===== src/rtl/count_ctrl.sv =====
// Run/stop sequencer with prescaled step pulses and a round-robin arbiter
// that shares the tick counter's load port between two requesters.
module count_ctrl #(
    parameter int PRESCALE = 50_000_000,
    parameter int W        = 4
) (
    input  logic         clk,
    input  logic         reset,
    input  logic         start,
    input  logic         stop,
    input  logic         req0,
    input  logic         req1,
    input  logic [W-1:0] val0,
    input  logic [W-1:0] val1,
    input  logic [W-1:0] limit,
    input  logic [W-1:0] cnt_in,
    output logic         gnt0,
    output logic         gnt1,
    output logic         ld,
    output logic [W-1:0] ld_val,
    output logic         step,
    output logic         running,
    output logic         done
);

    localparam int PW = $clog2(PRESCALE);
    localparam logic [PW-1:0] PTERM = PW'(PRESCALE - 1);

    typedef enum logic [1:0] {IDLE, RUN, DONE} state_t;

    state_t        state, state_nxt;
    logic [PW-1:0] presc, presc_nxt;
    logic          rr, rr_nxt;
    logic          gnt0_nxt, gnt1_nxt, step_nxt, grant;
    logic [W-1:0]  ld_val_nxt;

    always_ff @(posedge clk or negedge reset) begin
        if (!reset) begin
            state   <= IDLE;
            presc   <= '0;
            rr      <= 1'b0;
            gnt0    <= 1'b0;
            gnt1    <= 1'b0;
            ld      <= 1'b0;
            ld_val  <= '0;
            step    <= 1'b0;
            running <= 1'b0;
            done    <= 1'b0;
        end else begin
            state   <= state_nxt;
            presc   <= presc_nxt;
            rr      <= rr_nxt;
            gnt0    <= gnt0_nxt;
            gnt1    <= gnt1_nxt;
            ld      <= grant;
            ld_val  <= ld_val_nxt;
            step    <= step_nxt;
            running <= (state_nxt == RUN);
            done    <= (state_nxt == DONE);
        end
    end

    always_comb begin
        state_nxt  = state;
        presc_nxt  = presc;
        rr_nxt     = rr;
        gnt0_nxt   = 1'b0;
        gnt1_nxt   = 1'b0;
        ld_val_nxt = '0;
        step_nxt   = 1'b0;

        // A grant currently on the outputs forces one idle arbitration cycle.
        if (!(gnt0 || gnt1)) begin
            if (req0 && (!req1 || !rr)) begin
                gnt0_nxt   = 1'b1;
                ld_val_nxt = val0;
                rr_nxt     = 1'b1;
            end else if (req1) begin
                gnt1_nxt   = 1'b1;
                ld_val_nxt = val1;
                rr_nxt     = 1'b0;
            end
        end
        grant = gnt0_nxt | gnt1_nxt;

        case (state)
            IDLE: begin
                if (start && !stop) begin
                    state_nxt = RUN;
                    presc_nxt = '0;
                end
            end
            RUN: begin
                if (stop) begin
                    state_nxt = IDLE;
                    presc_nxt = '0;
                end else if (grant) begin
                    // A load pre-empts a coinciding terminal tick and restarts the period.
                    presc_nxt = '0;
                end else if (presc == PTERM) begin
                    presc_nxt = '0;
                    if (cnt_in == limit) state_nxt = DONE;
                    else                 step_nxt  = 1'b1;
                end else begin
                    presc_nxt = presc + 1'b1;
                end
            end
            DONE: begin
                if (stop) begin
                    state_nxt = IDLE;
                end else if (start) begin
                    state_nxt = RUN;
                    presc_nxt = '0;
                end
            end
            default: state_nxt = IDLE;
        endcase
    end

endmodule


===== config.mk =====
export PLATFORM = sky130hd
export DESIGN_NAME = count_ctrl
export DESIGN_NICKNAME = d
export VERILOG_FILES = /design/src/rtl/count_ctrl.sv
export SDC_FILE = /design/constraint.sdc
export NUM_CORES = 1
export LEC_CHECK = 0
export BUFFER_PORTS_ARGS = -buffer_cell sky130_fd_sc_hd__buf_4
export CAP_MARGIN = 20
export CORE_AREA = 2 2 63 65
export DETAILED_ROUTE_END_ITERATION = 10
export DIE_AREA = 0 0 65 67
export PLACE_DENSITY_LB_ADDON = 0.3
export SYNTH_ARGS = -nofsm -noshare
export SYNTH_HDL_FRONTEND = slang
export SYNTH_SLANG_ARGS = --single-unit

===== constraint.sdc =====
create_clock -name clk -period 4.2 [get_ports clk]
set_input_delay 0.42 -clock clk [delete_from_list [all_inputs] [get_ports clk]]
set_output_delay 0.42 -clock clk [all_outputs]
set_load 0.01 [all_outputs]

# == After elaboration in Yosys (flattened, before gate mapping) ==
# Cells that the tools add are included.
# Widths: inputs -> output; s select.
# classes
addsub,1
eq_ne,9
n_mux,30
bitwise_logic,2
n_reduce_logical,12
# ops
cell,n
$mux 26,6
$pmux 26 s3,1
$add 26x1->26 const B,1
$eq 26x26->1 const B,1
$mux 2,7
$mux 1,12
$mux 4,3
$ne 2x2->1 const B,3
$pmux 2 s3,1
$eq 2x1->1 const B,2
$eq 2x2->1 const B,2
$eq 4x4->1,1
$reduce_and 4->1,1
$logic_not 1->1,3
$reduce_bool 3->1,1
$logic_and 1x1->1,2
$logic_not 2->1,1
$logic_or 1x1->1,2
$reduce_and 2->1,1
$reduce_bool 2->1,1
$not 1->1,1
$or 1x1->1,1
# word_totals
regBits,39
inputBits,22
out_inout_bits,10
wordCells,64

# == Longest topological paths before layout ==
# Gate-level depths: netlist of the first run.
# depth
word_depth,10
mapped_depth,8
depth_no_buf,6

# == Least setup slack after synthesis of the first run ==
# No wires, ideal clock.
# synth_timing
path_kind,input port to flip-flop
start,input stop
end,register presc[23]
setup_ns,0.077
arrival_time_ns,2.148
required_time_ns,4.123
slack_ns,1.974
path_stages,6
n_path_buf,1
cell_sequence,or3b_1 > buf_2 > a2111o_1 > or3_1 > or3_1 > a21oi_1
# synth_via
elab_chain_cells,4
elab_cells_between_ends,7
cone_classes,eq/ne: 2; mux: 2; reduce/logical: 3
# synth_lines
item,line_no,rtl
from (decl),10,"input logic stop,"
$logic_not 1->1,88,if (start && !stop) begin
$logic_and 1x1->1,88,
$ne 2x2->1 (no line),--,
$reduce_and 4->1 (no line),--,
to (signal assigned),51,presc <= presc_nxt;
to (decl),32,"logic [PW-1:0] presc, presc_nxt;"
# Several ways; a longest one is shown, not always the timed one.
# A chain may end at the register's enable or synchronous reset.

# == Worst setup path in the final report of the first run ==
# layout_timing
start,register presc[0]
end,register presc[5]
# layout_via
elab_chain_cells,5
elab_cells_between_ends,6
cone_classes,add/sub: 1; eq/ne: 1; mux: 4
# layout_lines
item,line_no,rtl
$add 26x1->26 or $eq 26x26->1 (tied branches),"105, 100",
$mux 26 *,100,end else if (presc == PTERM) begin
$mux 26 *,97,end else if (grant) begin
$mux 26 *,94,if (stop) begin
$pmux 26 s3 *,86,case (state)
# Every way passes the cells marked *; elsewhere a longest branch is shown, timed or not.

==> results of run 1 <==
==> sequential cells by signal, indices dropped and copies added (netlist names) <==
signal / count
ld_val: 4
step: 1
rr: 1
state: 2
gnt0: 1
presc: 26
running: 1
gnt1: 1
done: 1
ld: 1
==> stage by stage <==
step / utilization, % / instance area, um^2 / worst slack, ns
after floorplan: - / 1960 / 1.97
after global placement: 62.0 / 2230 / 1.78
after detailed placement: 62.0 / 2230 / 1.73
after CTS: 65.6 / 2370 / 1.69
after global routing: 65.6 / 2370 / 1.31
final: 65.6 / 2370 / 1.71
==> worst max-delay path, cell delays in order, from the launching register on <==
cell	delay, ns
dfrtp_1	0.39
ha_1	0.21
nor4bb_1	0.23
nand4_1	0.16
o21ai_1	0.51
and2_1	0.64
o21ai_0	0.20
==> where the power goes <==
part	internal (uW)	switching (uW)	total [uW]
combinational	58.5	67.6	126
sequential	401	12.1	414
clock	237	125	362
==> worst min-delay path by stage <==
| stage | endpoint | slack, ns | from | cells after the start |
|---|---|---|---|---|
| floorplan | done | 0.12 | reset | 0 |
| global placement | presc[19] | 0.41 | reset | 1 |
| detailed placement | presc[19] | 0.41 | reset | 1 |
| CTS | presc[23] | 0.09 | reset | 1 |
| global route | presc[23] | 0.12 | reset | 1 |
| finish | presc[23] | 0.08 | reset | 1 |
==> per-layer routing <==
layer	share of wire (%)	global-route usage, %	wire, um
met5	0	0	0
met4	1.8	8.78	70
met3	5.2	5.74	205
met2	48	35.1	1890
met1	45	25.9	1770
==> cell families after synthesis <==
kind of cell    after synthesis
flops                        39
xor+xnor                     17
buf+inv                      10
compound gates               38
simple gates                 94
fa+ha+maj                     1
mux                           3
==> cell usage in the layout (no fill, tap or decap), drive strengths merged, types with 5 or more instances in the layout <==
cell type / count
a22o: 7
inv: 5
nand3: 6
nand2: 16
nor2: 19
nand4: 9
dfrtp: 39
clkbuf: 6
a21oi: 11
buf: 31
nor3: 11
o21ai: 8
xnor2: 13
==> layout make-up <==
class                           count  share of cell area [%]
Clock buffer                        6                    3.07
Clock inverter                      2                    2.54
Inverter                            5                   0.793
Multi-Input combinational cell    153                    40.0
Sequential cell                    39                    41.2
Tap cell                           48                    2.54
Timing Repair Buffer               31                    9.83
==> results.py, run 1 <==
metrics = {
    "worst_setup_path": {
        "rrSetupSlack_ns": 1.71,
        "critical_path_arrival_ns": 2.63,
        "worstPathRequired_ns": 4.34,
        "reg2reg_depth": 6,
        "crit_path_end_kind": "flop",
        "cp_max_fo": 19,
        "critPathKind": "flop to flop",
        "cp-start-kind": "flop",
        "regToRegStartpoint": "presc[0]",
        "critPathLaunch": "presc[0]",
        "r2r_end": "presc[5]",
        "endpoint": "presc[5]",
    },
    "clock_network": {
        "root_buffer": "clkbuf_8",
        "cts_buffers": 5,
        "cts_tree": "done",
        "cts_hold_buf": 0,
        "htree_levels": 2,
        "ctsResizeCount": 0,
        "cts.reportedPaths.clkPinSlew_ns": 0.07,
        "clk_latency_ns": 0.29,
        "cts_buffer_depth": 2,
        "cts_setup_buffers": 0,
        "cts_num_sinks": 39,
    },
    "place": {
        "gp_congestion": 0.852,
        "portBuffers": 31,
        "dp_hpwl_um": 2900,
        "place_inst": 276,
    },
    "power": {
        "p_total_uw": 902,
        "p_leak_uw": 0.00104,
        "ir_drop_uv": 286,
        "power_density_nw_per_um2": 381,
    },
    "status": {
        "status": "finished clean",
    },
    "global_route": {
        "grt_max_degree": 40,
        "first_global_vias": 1505,
        "grt_pass1_wl_um": 6870,
        "grt_overflow": 0,
        "track_usage_pct": 21.1,
        "antenna_found_initial": 0,
    },
    "route": {
        "dr.pass1.iters": 4,
        "vias_per_cell": 5.61,
        "drt_iter0_drc": 77,
        "antenna_violating_nets_post_route": 0,
        "dr_total_vias": 1592,
        "drc_errors": 0,
        "routedWlPerCell_um": 13.9,
        "routed_wl_um": 3940,
    },
    "floorplanning": {
        "dieArea_um2": 4360,
        "initial_core_util_pct": 54.4,
        "die_y_um": 67,
        "row_count": 22,
        "fp.dieW_um": 65,
        "ioPinCount": 32,
        "core-area_um2": 3610,
    },
    "logic_synthesis": {
        "ys_seq_area_share_pct": 49.7,
        "synth_fa_ha_area_share_pct": 0.637,
        "yosys.area_share.simple_pct": 25.8,
        "dominantRegCellSynth": "dfrtp_1",
        "async_reset_ff_share_pct": 100,
        "yosys_warnings": 0,
        "synth_top_area_cell": "dfrtp_1",
        "synth.most_common_cell": "dfrtp_1",
        "yosys.area_share.xor_xnor_pct": 7.58,
        "synthTopCellsByArea": "dfrtp_1 50%, xnor2_1 5.8%, nor2_1 3.6%",
        "netlist_area_um2": 1960,
        "syn_inst": 202,
        "synth_mux_area_share_pct": 1.53,
        "synth-compound-area-share_pct": 12.7,
        "synth_edf_count": 0,
        "ys_types": 42,
        "synth_top_family_by_area": "simple AND/OR/NAND/NOR gates",
        "ys_ff_latch": 39,
        "synth.net_count": 225,
        "avgSynthCellArea_um2": 9.72,
        "synth_top_area_share_pct": 49.7,
        "synth_common_cells": "39 x dfrtp_1, 19 x nor2_1, 16 x nand2_1, 13 x xnor2_1",
    },
    "sta": {
        "period_minus_slack_ns": 2.49,
        "period_share_pct": 59.3,
        "setup_viol": 0,
        "fin_skew_ns": 0.00654,
        "whs_ns": 0.0806,
        "grt_setup_unrepaired": "no",
        "timing.final.max_slew_violations": 0,
        "tns_ns": 0,
        "slew_headroom_pct": 56.5,
        "tightest_slew_ns": 0.653,
        "clock.fmax_mhz": 402,
        "hold_viol": 0,
    },
    "cells_and_area": {
        "n_fill_cell": 323,
        "fin_cells": 284,
        "drive_gt1_share_pct": 17.4,
        "multiInputGateArea_um2": 947,
        "finish.net_count": 258,
        "area_delta_synth_final_pct": 20.6,
        "final-seq-area_um2": 976,
        "n_antenna_cell": 0,
    },
    "flow_run": {
        "cap_violations": 0,
    },
    "min_path": {
        "hp-class": "input port to asynchronous set/reset pin",
    },
}
No activity file was read; power rests on OpenSTA's default activity.
==> run 2: changes to the inputs <==
Clock period 4.2 ns to 2.47 ns, I/O delays scaled along.
==> results.py, run 2 (synthesis results as in run 1) <==
metrics = {
    "global_route": {
        "antenna_found_initial": 0,
        "track_usage_pct": 22.9,
        "grt_overflow": 0,
        "grt_pass1_wl_um": 7430,
        "first_global_vias": 1707,
        "grt_max_degree": 40,
    },
    "floorplanning": {
        "fp.dieW_um": 65,
        "row_count": 22,
        "initial_core_util_pct": 54.4,
        "dieArea_um2": 4360,
        "core-area_um2": 3610,
        "die_y_um": 67,
        "ioPinCount": 32,
    },
    "flow_run": {
        "cap_violations": 0,
    },
    "clock_network": {
        "htree_levels": 2,
        "cts_hold_buf": 1,
        "cts_setup_buffers": 0,
        "cts.reportedPaths.clkPinSlew_ns": 0.08,
        "ctsResizeCount": 0,
        "cts_buffer_depth": 2,
        "cts_buffers": 5,
        "cts_tree": "done",
        "clk_latency_ns": 0.30,
        "cts_num_sinks": 39,
        "root_buffer": "clkbuf_8",
    },
    "sta": {
        "timing.final.max_slew_violations": 0,
        "tns_ns": 0,
        "slew_headroom_pct": 60.8,
        "whs_ns": 0.139,
        "period_share_pct": 88.2,
        "tightest_slew_ns": 0.588,
        "grt_setup_unrepaired": "no",
        "setup_ws_ns": 0.292,
        "setup_viol": 0,
        "hold_viol": 0,
        "fin_skew_ns": 0.00386,
        "clock.fmax_mhz": 459,
        "period_minus_slack_ns": 2.18,
    },
    "worst_setup_path": {
        "rrSetupSlack_ns": 0.29,
        "critical_path_arrival_ns": 2.40,
        "r2r_end": "presc[23]",
        "worstPathRequired_ns": 2.70,
        "cp_max_fo": 5,
        "reg2reg_depth": 5,
        "regToRegStartpoint": "state[0]",
        "crit_path_end_kind": "flop",
        "critPathKind": "flop to flop",
        "cp-start-kind": "flop",
    },
    "route": {
        "vias_per_cell": 5.76,
        "routed_wl_um": 4140,
        "dr_total_vias": 1664,
        "antenna_violating_nets_post_route": 0,
        "drt_iter0_drc": 51,
        "dr.pass1.iters": 4,
        "drc_errors": 0,
        "routedWlPerCell_um": 14.3,
    },
    "cells_and_area": {
        "largest-register": "presc",
        "top_regs": "presc x26, ld_val x4, state x2",
        "fin_area_um2": 2410,
        "finish.net_count": 263,
        "drive_gt1_share_pct": 19.1,
        "largest_reg_flops": 26,
        "mostFrequentLayoutCell": "dfrtp_1",
        "multiInputGateArea_um2": 947,
        "n_fill_cell": 307,
        "post-route-util_pct": 66.9,
        "final-seq-area_um2": 976,
        "n_antenna_cell": 0,
        "final_cell_mix": "39 x dfrtp_1, 35 x buf_4, 19 x nor2_1",
        "area_delta_synth_final_pct": 22.8,
    },
    "power": {
        "p_leak_uw": 0.00106,
        "power_density_nw_per_um2": 646,
        "ir_drop_uv": 440,
    },
    "place": {
        "dp_hpwl_um": 3060,
        "postPlaceCellArea_um2": 2260,
        "gp_congestion": 0.901,
        "place_ws_ns": 0.322,
        "portBuffers": 31,
    },
    "min_path": {
        "hp-start": "stop",
        "whs_endpoint": "state[0]",
        "min_path_cells": 2,
        "hp-class": "input port to flop",
    },
    "status": {
        "status": "finished clean",
    },
}
## run 2: changes by cell type in the layout (fill, tap and decap cells not counted)
cell           previous run  this run
buf_4                    31        35
clkbuf_1                  1         0
clkinvlp_4                0         1
dlygate4sd3_1             0         1
## run 2: power breakdown
part	switching (uW)	internal [uW]	total [uW]
Clock	230	403	632
Combinational	118	104	223
Sequential	20.5	682	703
## run 2: worst max path at each step
stage / start / endpoint / depth (start not counted)
floorplan: state[0] / presc[23] / 6
global placement: stop / presc[23] / 6
detailed placement: stop / presc[23] / 6
CTS: state[0] / presc[23] / 5
global route: state[0] / presc[23] / 5
finish: state[0] / presc[23] / 5
## run 2: per-stage QoR
step | instances | power, uW
3_3_place_gp | 280 | 936
4_1_cts | 289 | 1570
3_5_place_dp | 280 | 940
2_1_floorplan | 202 | 823
6_report | 289 | 1560
5_1_grt | 289 | 1630
## run 2: critical path: stages, from the launching register on
cell,delay [ns]
dfrtp_1,0.41
or3b_1,0.44
a2111o_1,0.46
or3_1,0.34
or3_1,0.31
a21oi_1,0.14
## run 2: layout make-up
class | count | area share, %
multi-input cells | 153 | 39.3
inverters | 5 | 0.778
well taps | 48 | 2.49
repair buffers | 36 | 11.3
flip-flops and latches | 39 | 40.5
clock buffers | 5 | 2.85
clock inverters | 3 | 2.80
## run 2: metal layers
metal | vias up | part of all wire, % | GRT usage, %
met5 | - | 0 | 0
met3 | 12 | 5.0 | 6.42
li1 | 806 | - | -
met1 | 799 | 42 | 26.1
met2 | 47 | 50 | 39.3
met4 | 0 | 3.2 | 11.4
